## src/rtl/ex_stage.sv

```systemverilog
// ---------------------------------------------------------------------------
// ex_stage
//
// Execute stage plus the EX/MEM pipeline register.
//   * Resolves operands with MEM->EX and WB->EX forwarding (MEM has priority).
//   * Single-cycle ALU for logic, shift, compare, add/sub, multiply and PASSB.
//   * Radix-2 restoring divider for DIV/DIVU/REM/REMU. It runs IDLE->BUSY->DONE
//     and holds ex_stall_req high for 33 cycles. While stalled, the EX/MEM
//     register loads bubbles.
//
// Ports
//   clk, rst                  clock (rising edge), async active-low reset
//   *_from_idex               ID/EX register contents for the current op
//   wb_rd/wb_write_reg/wb_data  WB-stage write port, used for forwarding
//   *_to_mem                  registered EX/MEM outputs
//   ex_stall_req              combinational; 1 = freeze IF/ID and ID/EX
// ---------------------------------------------------------------------------
module ex_stage #(
  parameter int XLEN      = 32,
  parameter int DIV_ITERS = 32
) (
  input  logic            clk,
  input  logic            rst,
  input  logic [31:0]     inst_addr_from_idex,
  input  logic [4:0]      rs1_from_idex,
  input  logic [4:0]      rs2_from_idex,
  input  logic [4:0]      rd_from_idex,
  input  logic [5:0]      alu_op_from_idex,
  input  logic            use_imm_from_idex,
  input  logic            write_reg_from_idex,
  input  logic            read_mem_from_idex,
  input  logic            write_mem_from_idex,
  input  logic [XLEN-1:0] imm_from_idex,
  input  logic [XLEN-1:0] reg_data1_from_idex,
  input  logic [XLEN-1:0] reg_data2_from_idex,
  input  logic [4:0]      wb_rd,
  input  logic            wb_write_reg,
  input  logic [XLEN-1:0] wb_data,
  output logic [31:0]     inst_addr_to_mem,
  output logic [4:0]      rd_to_mem,
  output logic            write_reg_to_mem,
  output logic            read_mem_to_mem,
  output logic            write_mem_to_mem,
  output logic [XLEN-1:0] alu_result_to_mem,
  output logic [XLEN-1:0] store_data_to_mem,
  output logic            ex_stall_req
);

  localparam logic [5:0] OP_ADD   = 6'h00;
  localparam logic [5:0] OP_SUB   = 6'h01;
  localparam logic [5:0] OP_AND   = 6'h02;
  localparam logic [5:0] OP_OR    = 6'h03;
  localparam logic [5:0] OP_XOR   = 6'h04;
  localparam logic [5:0] OP_SLL   = 6'h05;
  localparam logic [5:0] OP_SRL   = 6'h06;
  localparam logic [5:0] OP_SRA   = 6'h07;
  localparam logic [5:0] OP_SLT   = 6'h08;
  localparam logic [5:0] OP_SLTU  = 6'h09;
  localparam logic [5:0] OP_PASSB = 6'h0A;
  localparam logic [5:0] OP_MUL   = 6'h10;

  localparam int SHW  = $clog2(XLEN);
  localparam int CNTW = $clog2(DIV_ITERS + 1);

  typedef enum logic [1:0] {DIV_IDLE, DIV_BUSY, DIV_DONE} div_state_t;

  div_state_t      div_state;
  logic [CNTW-1:0] div_cnt;
  logic [XLEN-1:0] div_quo;
  logic [XLEN-1:0] div_rem;
  logic [XLEN-1:0] div_dsr;
  logic            div_q_neg;
  logic            div_r_neg;
  logic            div_zero;
  logic            div_want_rem;

  logic [XLEN-1:0] fwd_a;
  logic [XLEN-1:0] fwd_b;
  logic [XLEN-1:0] op_b;
  logic [XLEN-1:0] alu_res;
  logic [SHW-1:0]  shamt;

  logic            is_div;
  logic            div_signed;
  logic            a_neg;
  logic            b_neg;
  logic [XLEN-1:0] abs_a;
  logic [XLEN-1:0] abs_b;
  logic [XLEN:0]   div_shift;
  logic [XLEN:0]   div_diff;
  logic [XLEN-1:0] div_q_fix;
  logic [XLEN-1:0] div_r_fix;
  logic [XLEN-1:0] div_result;

  // Operand forwarding. A load in MEM does not yet have its data, so it is
  // never a forwarding source; ID already inserts the load-use bubble.
  always_comb begin
    fwd_a = reg_data1_from_idex;
    if (write_reg_to_mem && !read_mem_to_mem && rd_to_mem != 5'd0 &&
        rd_to_mem == rs1_from_idex)
      fwd_a = alu_result_to_mem;
    else if (wb_write_reg && wb_rd != 5'd0 && wb_rd == rs1_from_idex)
      fwd_a = wb_data;
  end

  always_comb begin
    fwd_b = reg_data2_from_idex;
    if (write_reg_to_mem && !read_mem_to_mem && rd_to_mem != 5'd0 &&
        rd_to_mem == rs2_from_idex)
      fwd_b = alu_result_to_mem;
    else if (wb_write_reg && wb_rd != 5'd0 && wb_rd == rs2_from_idex)
      fwd_b = wb_data;
  end

  assign op_b = use_imm_from_idex ? imm_from_idex : fwd_b;

  // Divide opcodes are 0x14..0x17. Bit 0 clear selects signed, bit 1 set
  // selects remainder.
  assign is_div     = (alu_op_from_idex[5:2] == 4'b0101);
  assign div_signed = ~alu_op_from_idex[0];
  assign a_neg      = div_signed & fwd_a[XLEN-1];
  assign b_neg      = div_signed & op_b[XLEN-1];
  assign abs_a      = a_neg ? -fwd_a : fwd_a;
  assign abs_b      = b_neg ? -op_b : op_b;

  // Single-cycle ALU. Divide codes land in the default because their result
  // comes from the divider in DONE.
  always_comb begin
    alu_res = '0;
    shamt   = op_b[SHW-1:0];
    case (alu_op_from_idex)
      OP_ADD:   alu_res = fwd_a + op_b;
      OP_SUB:   alu_res = fwd_a - op_b;
      OP_AND:   alu_res = fwd_a & op_b;
      OP_OR:    alu_res = fwd_a | op_b;
      OP_XOR:   alu_res = fwd_a ^ op_b;
      OP_SLL:   alu_res = fwd_a << shamt;
      OP_SRL:   alu_res = fwd_a >> shamt;
      OP_SRA:   alu_res = $signed(fwd_a) >>> shamt;
      OP_SLT:   alu_res = {{(XLEN-1){1'b0}}, ($signed(fwd_a) < $signed(op_b))};
      OP_SLTU:  alu_res = {{(XLEN-1){1'b0}}, (fwd_a < op_b)};
      OP_PASSB: alu_res = op_b;
      OP_MUL:   alu_res = fwd_a * op_b;
      default:  alu_res = '0;
    endcase
  end

  // One restoring step. The remainder always stays below the divisor, so the
  // top bit of the difference is a clean borrow flag. With a zero divisor every
  // step succeeds: the quotient becomes all ones and the remainder becomes the
  // dividend.
  assign div_shift = {div_rem, div_quo[XLEN-1]};
  assign div_diff  = div_shift - {1'b0, div_dsr};

  // Sign correction. The remainder takes the dividend's sign, so a signed
  // divide by zero yields the original dividend after correction. Only the
  // quotient needs the explicit all-ones override.
  assign div_q_fix  = div_q_neg ? -div_quo : div_quo;
  assign div_r_fix  = div_r_neg ? -div_rem : div_rem;
  assign div_result = div_want_rem ? div_r_fix : (div_zero ? '1 : div_q_fix);

  // Stall covers the start cycle and all BUSY cycles. It is gated by reset so
  // that an aborted divide releases the pipeline at once.
  assign ex_stall_req = rst & (((div_state == DIV_IDLE) & is_div) |
                               (div_state == DIV_BUSY));

  // Divider control. The start cycle latches magnitudes and signs. BUSY runs
  // DIV_ITERS steps. DONE lasts one cycle while the result is registered, and
  // the FSM then always returns to IDLE, so the held divide is never restarted.
  always_ff @(posedge clk or negedge rst) begin
    if (!rst) begin
      div_state    <= DIV_IDLE;
      div_cnt      <= '0;
      div_quo      <= '0;
      div_rem      <= '0;
      div_dsr      <= '0;
      div_q_neg    <= 1'b0;
      div_r_neg    <= 1'b0;
      div_zero     <= 1'b0;
      div_want_rem <= 1'b0;
    end else begin
      case (div_state)
        DIV_IDLE: begin
          if (is_div) begin
            div_quo      <= abs_a;
            div_rem      <= '0;
            div_dsr      <= abs_b;
            div_q_neg    <= a_neg ^ b_neg;
            div_r_neg    <= a_neg;
            div_zero     <= (op_b == '0);
            div_want_rem <= alu_op_from_idex[1];
            div_cnt      <= '0;
            div_state    <= DIV_BUSY;
          end
        end
        DIV_BUSY: begin
          if (!div_diff[XLEN]) begin
            div_rem <= div_diff[XLEN-1:0];
            div_quo <= {div_quo[XLEN-2:0], 1'b1};
          end else begin
            div_rem <= div_shift[XLEN-1:0];
            div_quo <= {div_quo[XLEN-2:0], 1'b0};
          end
          div_cnt <= div_cnt + 1'b1;
          if (div_cnt == CNTW'(DIV_ITERS - 1))
            div_state <= DIV_DONE;
        end
        DIV_DONE: begin
          div_state <= DIV_IDLE;
        end
        default: begin
          div_state <= DIV_IDLE;
        end
      endcase
    end
  end

  // EX/MEM register. It loads a bubble while stalled, the divider result in
  // DONE, and the ALU result otherwise.
  always_ff @(posedge clk or negedge rst) begin
    if (!rst) begin
      inst_addr_to_mem  <= '0;
      rd_to_mem         <= '0;
      write_reg_to_mem  <= 1'b0;
      read_mem_to_mem   <= 1'b0;
      write_mem_to_mem  <= 1'b0;
      alu_result_to_mem <= '0;
      store_data_to_mem <= '0;
    end else if (ex_stall_req) begin
      inst_addr_to_mem  <= '0;
      rd_to_mem         <= '0;
      write_reg_to_mem  <= 1'b0;
      read_mem_to_mem   <= 1'b0;
      write_mem_to_mem  <= 1'b0;
      alu_result_to_mem <= '0;
      store_data_to_mem <= '0;
    end else begin
      inst_addr_to_mem  <= inst_addr_from_idex;
      rd_to_mem         <= rd_from_idex;
      write_reg_to_mem  <= write_reg_from_idex;
      read_mem_to_mem   <= read_mem_from_idex;
      write_mem_to_mem  <= write_mem_from_idex;
      alu_result_to_mem <= (div_state == DIV_DONE) ? div_result : alu_res;
      store_data_to_mem <= fwd_b;
    end
  end

endmodule
```

## config.mk

```make
export PLATFORM = sky130hd
export DESIGN_NAME = ex_stage
export DESIGN_NICKNAME = d
export VERILOG_FILES = /design/src/rtl/ex_stage.sv
export SDC_FILE = /design/constraint.sdc
export NUM_CORES = 2
export LEC_CHECK = 0
export CORE_UTILIZATION = 45
export DETAILED_ROUTE_END_ITERATION = 10
export PLACE_DENSITY = 0.67
export SLEW_MARGIN = 5
export SYNTH_ARGS = -nofsm -noshare
export SYNTH_HDL_FRONTEND = slang
export SYNTH_SLANG_ARGS = --single-unit
```

## constraint.sdc

```tcl
create_clock -name clk -period 8.8 [get_ports clk]
set_clock_uncertainty 0.2 [all_clocks]
set_input_delay 0.88 -clock clk [delete_from_list [all_inputs] [get_ports clk]]
set_output_delay 0.88 -clock clk [all_outputs]
set_load 0.03 [all_outputs]
```

==> results.yml <==
status:
  outcome: "finished with violations"
  failed_checks: "setup timing"
route:
  dr.pass1.iters: 6
  finalWirelength_um: 209000
  vias: 41578
  avgViaCountPerCell: 6.23
  post-route-drc-count: 0
  final_antenna_net_count: 0
  drt_iter0_markers: 5275
  routed_wire_length_per_instance_um: 31.3
synth:
  synthSimpleGateAreaFrac_pct: 16.8
  synth.top_cells.by_area: "sky130_fd_sc_hd__fa_1 (22%), sky130_fd_sc_hd__dfrtp_1 (14%), sky130_fd_sc_hd__ha_1 (8.4%), sky130_fd_sc_hd__nor2_1 (5.7%), sky130_fd_sc_hd__inv_1 (4.9%)"
  synth_area_um2: 38200
  largest_family_of_logic_cells_by_synthesized_area: "adder cells"
  syn_inst: 4709
  synth-seq-cells: 212
  synth_top_cell_by_area: "sky130_fd_sc_hd__fa_1"
  synthFlopType: "sky130_fd_sc_hd__dfrtp_1"
  synth_nets: 5570
  yosys.area.top_type_share_pct: 21.6
  post_synth_mux_area_share_pct: 4.68
  yosys_warnings: 0
  synth.yosys.seq_area_share_pct: 13.9
  synthesis.area_per_instance_um2: 8.11
  synth-compound-area-share_pct: 19.6
  async_reset_ff_share_pct: 100
  synth_fa_ha_area_share_pct: 30.0
  yosys.area_share.xor_xnor_pct: 6.09
  synth_cell_type_count: 109
  number_of_flops_mapped_to_enable_cells_by_yosys: 0
place:
  place_area_um2: 47400
  finalWeightedCongestion: 1.13
  placement.io_buffers: 297
  dp_hpwl_um: 167000
floorplan:
  floorplan.core_area_um2: 83800
  io_pins: 298
  placementRows: 106
  design.die.area_um2: 86000
  initial_utilization_pct: 45.5
  floorplan.die.width_um: 293
  die-height_um: 293
cts:
  clockBufferDepth: 3
  clock_tree.root_cell: "sky130_fd_sc_hd__clkbuf_16"
  cts.reportedPaths.clkPinSlew_ns: 0.07
  cts_made_buffers: 25
  cts_tree: "built"
  clkSinkCount: 212
  h-tree-depth: 1
  worstSkewPairLatency_ns: 0.59
finish:
  nets: 6364
  num-fill-cells: 7538
  final_area_um2: 50600
  areaGrowthSynthToFinish_pct: 32.6
  final_layout_size_suffix_gt1_share_pct: 22.4
  final_core_utilization_pct: 60.4
flow_run:
  drv.max_cap_violation_count: 0
sta:
  finalWorstPathRequiredPeriod_ns: 9.09
  hold_slack_ns: 0.0981
  worst-slew-pin-transition_ns: 1.26
  max_freq_mhz: 110
  finalHoldViolCount: 0
  finalSetupViolCount: 9
  setup_total_negative_slack_ns: -1.01
  rsz0062_at_grt: "yes"
  max-slew-margin-rel_pct: 15.7
  maxSlewViolCount: 0
  setup_ws_ns: -0.292
  final.period_utilization_pct: 103
global_route:
  overflow: 0
  globalRouteTotalUtil_pct: 47.7
  antenna_violations_before_repair: 16
  grt_start_max_net_pins: 93
  grt_pass1_wl_um: 294000
  first_global_vias: 40765
setup_path:
  crit_path_max_incr_delay_ns: 0.59
  worstPathArrival_ns: 9.32
  criticalPathCategory: "in -> reg"
  cp_slowest_cell: "sky130_fd_sc_hd__fa_1"
  startpoint_type: "input port"
  crit_path_max_fanout: 4
  cp.required_ns: 9.03
  cell_seen_most_often_among_critical_path_stages: "sky130_fd_sc_hd__fa_1"
  critPathCaptureType: "register"
hold_path:
  min_path_type: "in -> async"
==> stage by stage <==
stage	worst slack [ns]	cells
finish	-0.292	6671
global route	-0.504	6659
CTS	-0.219	6629
detailed placement	-1.54	6524
global placement	-1.38	6524
floorplan	-0.367	4709
==> cell usage after synthesis, types with 14 or more instances <==
cell and count:
sky130_fd_sc_hd__nor2_1 579, sky130_fd_sc_hd__inv_1 496, sky130_fd_sc_hd__fa_1 411, sky130_fd_sc_hd__nand2_1 406, sky130_fd_sc_hd__o21ai_0 305, sky130_fd_sc_hd__ha_1 257, sky130_fd_sc_hd__a21oi_1 246, sky130_fd_sc_hd__dfrtp_1 212
sky130_fd_sc_hd__clkbuf_1 193, sky130_fd_sc_hd__xnor2_1 180, sky130_fd_sc_hd__mux2i_1 153, sky130_fd_sc_hd__nand3_1 115, sky130_fd_sc_hd__nor3_1 81, sky130_fd_sc_hd__xor2_1 70, sky130_fd_sc_hd__a22oi_1 68, sky130_fd_sc_hd__and2_1 59
sky130_fd_sc_hd__a21o_1 52, sky130_fd_sc_hd__buf_2 46, sky130_fd_sc_hd__buf_1 44, sky130_fd_sc_hd__a211oi_1 43, sky130_fd_sc_hd__a31oi_1 43, sky130_fd_sc_hd__a221oi_1 39, sky130_fd_sc_hd__and3_1 35, sky130_fd_sc_hd__o21ai_1 35
sky130_fd_sc_hd__o221ai_1 33, sky130_fd_sc_hd__o31ai_1 29, sky130_fd_sc_hd__nor2b_1 27, sky130_fd_sc_hd__o21bai_1 22, sky130_fd_sc_hd__a221o_1 21, sky130_fd_sc_hd__inv_2 20, sky130_fd_sc_hd__nand4_1 20, sky130_fd_sc_hd__nand2b_1 19
sky130_fd_sc_hd__nor4_1 19, sky130_fd_sc_hd__or4_1 18, sky130_fd_sc_hd__or3_1 16, sky130_fd_sc_hd__buf_6 14, sky130_fd_sc_hd__o41ai_1 14
==> worst max-delay path, delay by kind of cell <==
| kind | cells | cell delay, ns |
|---|---|---|
| XOR/XNOR | 1 | 0.14 |
| buffers and inverters | 8 | 1.04 |
| AO/OA/AOI/OAI | 8 | 1.57 |
| AND/OR/NAND/NOR | 5 | 1.13 |
| adder cells (fa/ha/maj) | 10 | 4.55 |
==> final cells by class <==
cell class / count / area [um2] / area share, %
inverters: 529 / 2060 / 4.07
well taps: 1134 / 1420 / 2.80
clock inverters: 16 / 224 / 0.442
multi-input cells: 3655 / 31000 / 61.2
diodes: 16 / 40.0 / 0.0791
clock buffers: 29 / 651 / 1.28
repair buffers: 1080 / 9970 / 19.7
flip-flops and latches: 212 / 5310 / 10.5
==> state kept, by name, summed over array words and instances (netlist names), 2 cells and up <==
register           count
alu_result_to_mem     32
div_dsr               32
store_data_to_mem     32
inst_addr_to_mem      32
div_rem               32
div_cnt                6
div_quo               32
div_state              2
rd_to_mem              5
==> worst paths after layout <==
| check | startpoint | endpoint | slack (ns) | cells past startpoint |
|---|---|---|---|---|
| min reg2reg | div_dsr[27]$_DFFE_PN0P_ | div_dsr[27]$_DFFE_PN0P_ | 0.28 | 2 |
| min | rst | div_rem[6]$_DFFE_PN0P_ | 0.1 | 1 |
| max reg2reg | rd_to_mem[3]$_DFF_PN0_ | alu_result_to_mem[31]$_DFF_PN0_ | -0.25 | 31 |
| max | wb_rd[3] | alu_result_to_mem[31]$_DFF_PN0_ | -0.29 | 32 |
| min in group clk | div_dsr[27]$_DFFE_PN0P_ | div_dsr[27]$_DFFE_PN0P_ | 0.28 | 2 |
| max in group asynchronous | rst | inst_addr_to_mem[3]$_DFF_PN0_ | 6.75 | 2 |
==> routing by layer <==
layer	track usage, %	vias to the layer above	share of wire (%)
li1	-	17518	-
met4	33.9	10	8.5
met1	59.4	20406	37
met3	15.0	776	13
met5	0	-	0.029
met2	69.9	2868	42
==> logic make-up after synthesis <==
logic type                 after synthesis
DFF                                    212
and+or+nand+nor                       1438
buffers and inverters                  842
AOI/OAI and AO/OA                     1121
adders and majority gates              668
muxes                                  172
xor gates and xnor gates               256
==> layout by cell type, fill, tap and decap left out, types with 20 or more instances in the layout <==
| master | instances |
|---|---|
| sky130_fd_sc_hd__buf_4 | 654 |
| sky130_fd_sc_hd__nor2_1 | 518 |
| sky130_fd_sc_hd__inv_1 | 463 |
| sky130_fd_sc_hd__nand2_1 | 394 |
| sky130_fd_sc_hd__fa_1 | 378 |
| sky130_fd_sc_hd__o21ai_0 | 289 |
| sky130_fd_sc_hd__clkdlybuf4s50_1 | 280 |
| sky130_fd_sc_hd__ha_1 | 231 |
| sky130_fd_sc_hd__a21oi_1 | 221 |
| sky130_fd_sc_hd__dfrtp_1 | 212 |
| sky130_fd_sc_hd__xnor2_1 | 161 |
| sky130_fd_sc_hd__mux2i_1 | 148 |
| sky130_fd_sc_hd__nand3_1 | 109 |
| sky130_fd_sc_hd__nor3_1 | 78 |
| sky130_fd_sc_hd__xor2_1 | 69 |
| sky130_fd_sc_hd__buf_12 | 68 |
| sky130_fd_sc_hd__a22oi_1 | 67 |
| sky130_fd_sc_hd__buf_6 | 59 |
| sky130_fd_sc_hd__and2_1 | 57 |
| sky130_fd_sc_hd__a21o_1 | 50 |
| sky130_fd_sc_hd__nor2_2 | 44 |
| sky130_fd_sc_hd__inv_2 | 39 |
| sky130_fd_sc_hd__a211oi_1 | 39 |
| sky130_fd_sc_hd__o21ai_1 | 38 |
| sky130_fd_sc_hd__a221oi_1 | 38 |
| sky130_fd_sc_hd__a31oi_1 | 36 |
| sky130_fd_sc_hd__fa_2 | 33 |
| sky130_fd_sc_hd__and3_1 | 32 |
| sky130_fd_sc_hd__o221ai_1 | 31 |
| sky130_fd_sc_hd__o31ai_1 | 27 |
| sky130_fd_sc_hd__clkbuf_16 | 27 |
| sky130_fd_sc_hd__nor2b_1 | 24 |
| sky130_fd_sc_hd__a21oi_2 | 23 |
| sky130_fd_sc_hd__nor2_4 | 21 |
| sky130_fd_sc_hd__o21bai_1 | 21 |
| sky130_fd_sc_hd__a221o_1 | 21 |
| sky130_fd_sc_hd__nand4_1 | 20 |
| sky130_fd_sc_hd__ha_4 | 20 |
==> timing repair <==
item | 4_1_cts | 5_1_grt
resized for setup | 292 | 137
pin swaps | 118 | 118
hold buffers | 0 | 0
hold endpoints to repair | 0 | 0
buffers inserted | 63 | 28
setup endpoints to repair | 22 | 21
cloned | 2 | 1
Power is not shown: default switching activity piles up to over one toggle a cycle in this logic, so the estimate is an artifact.
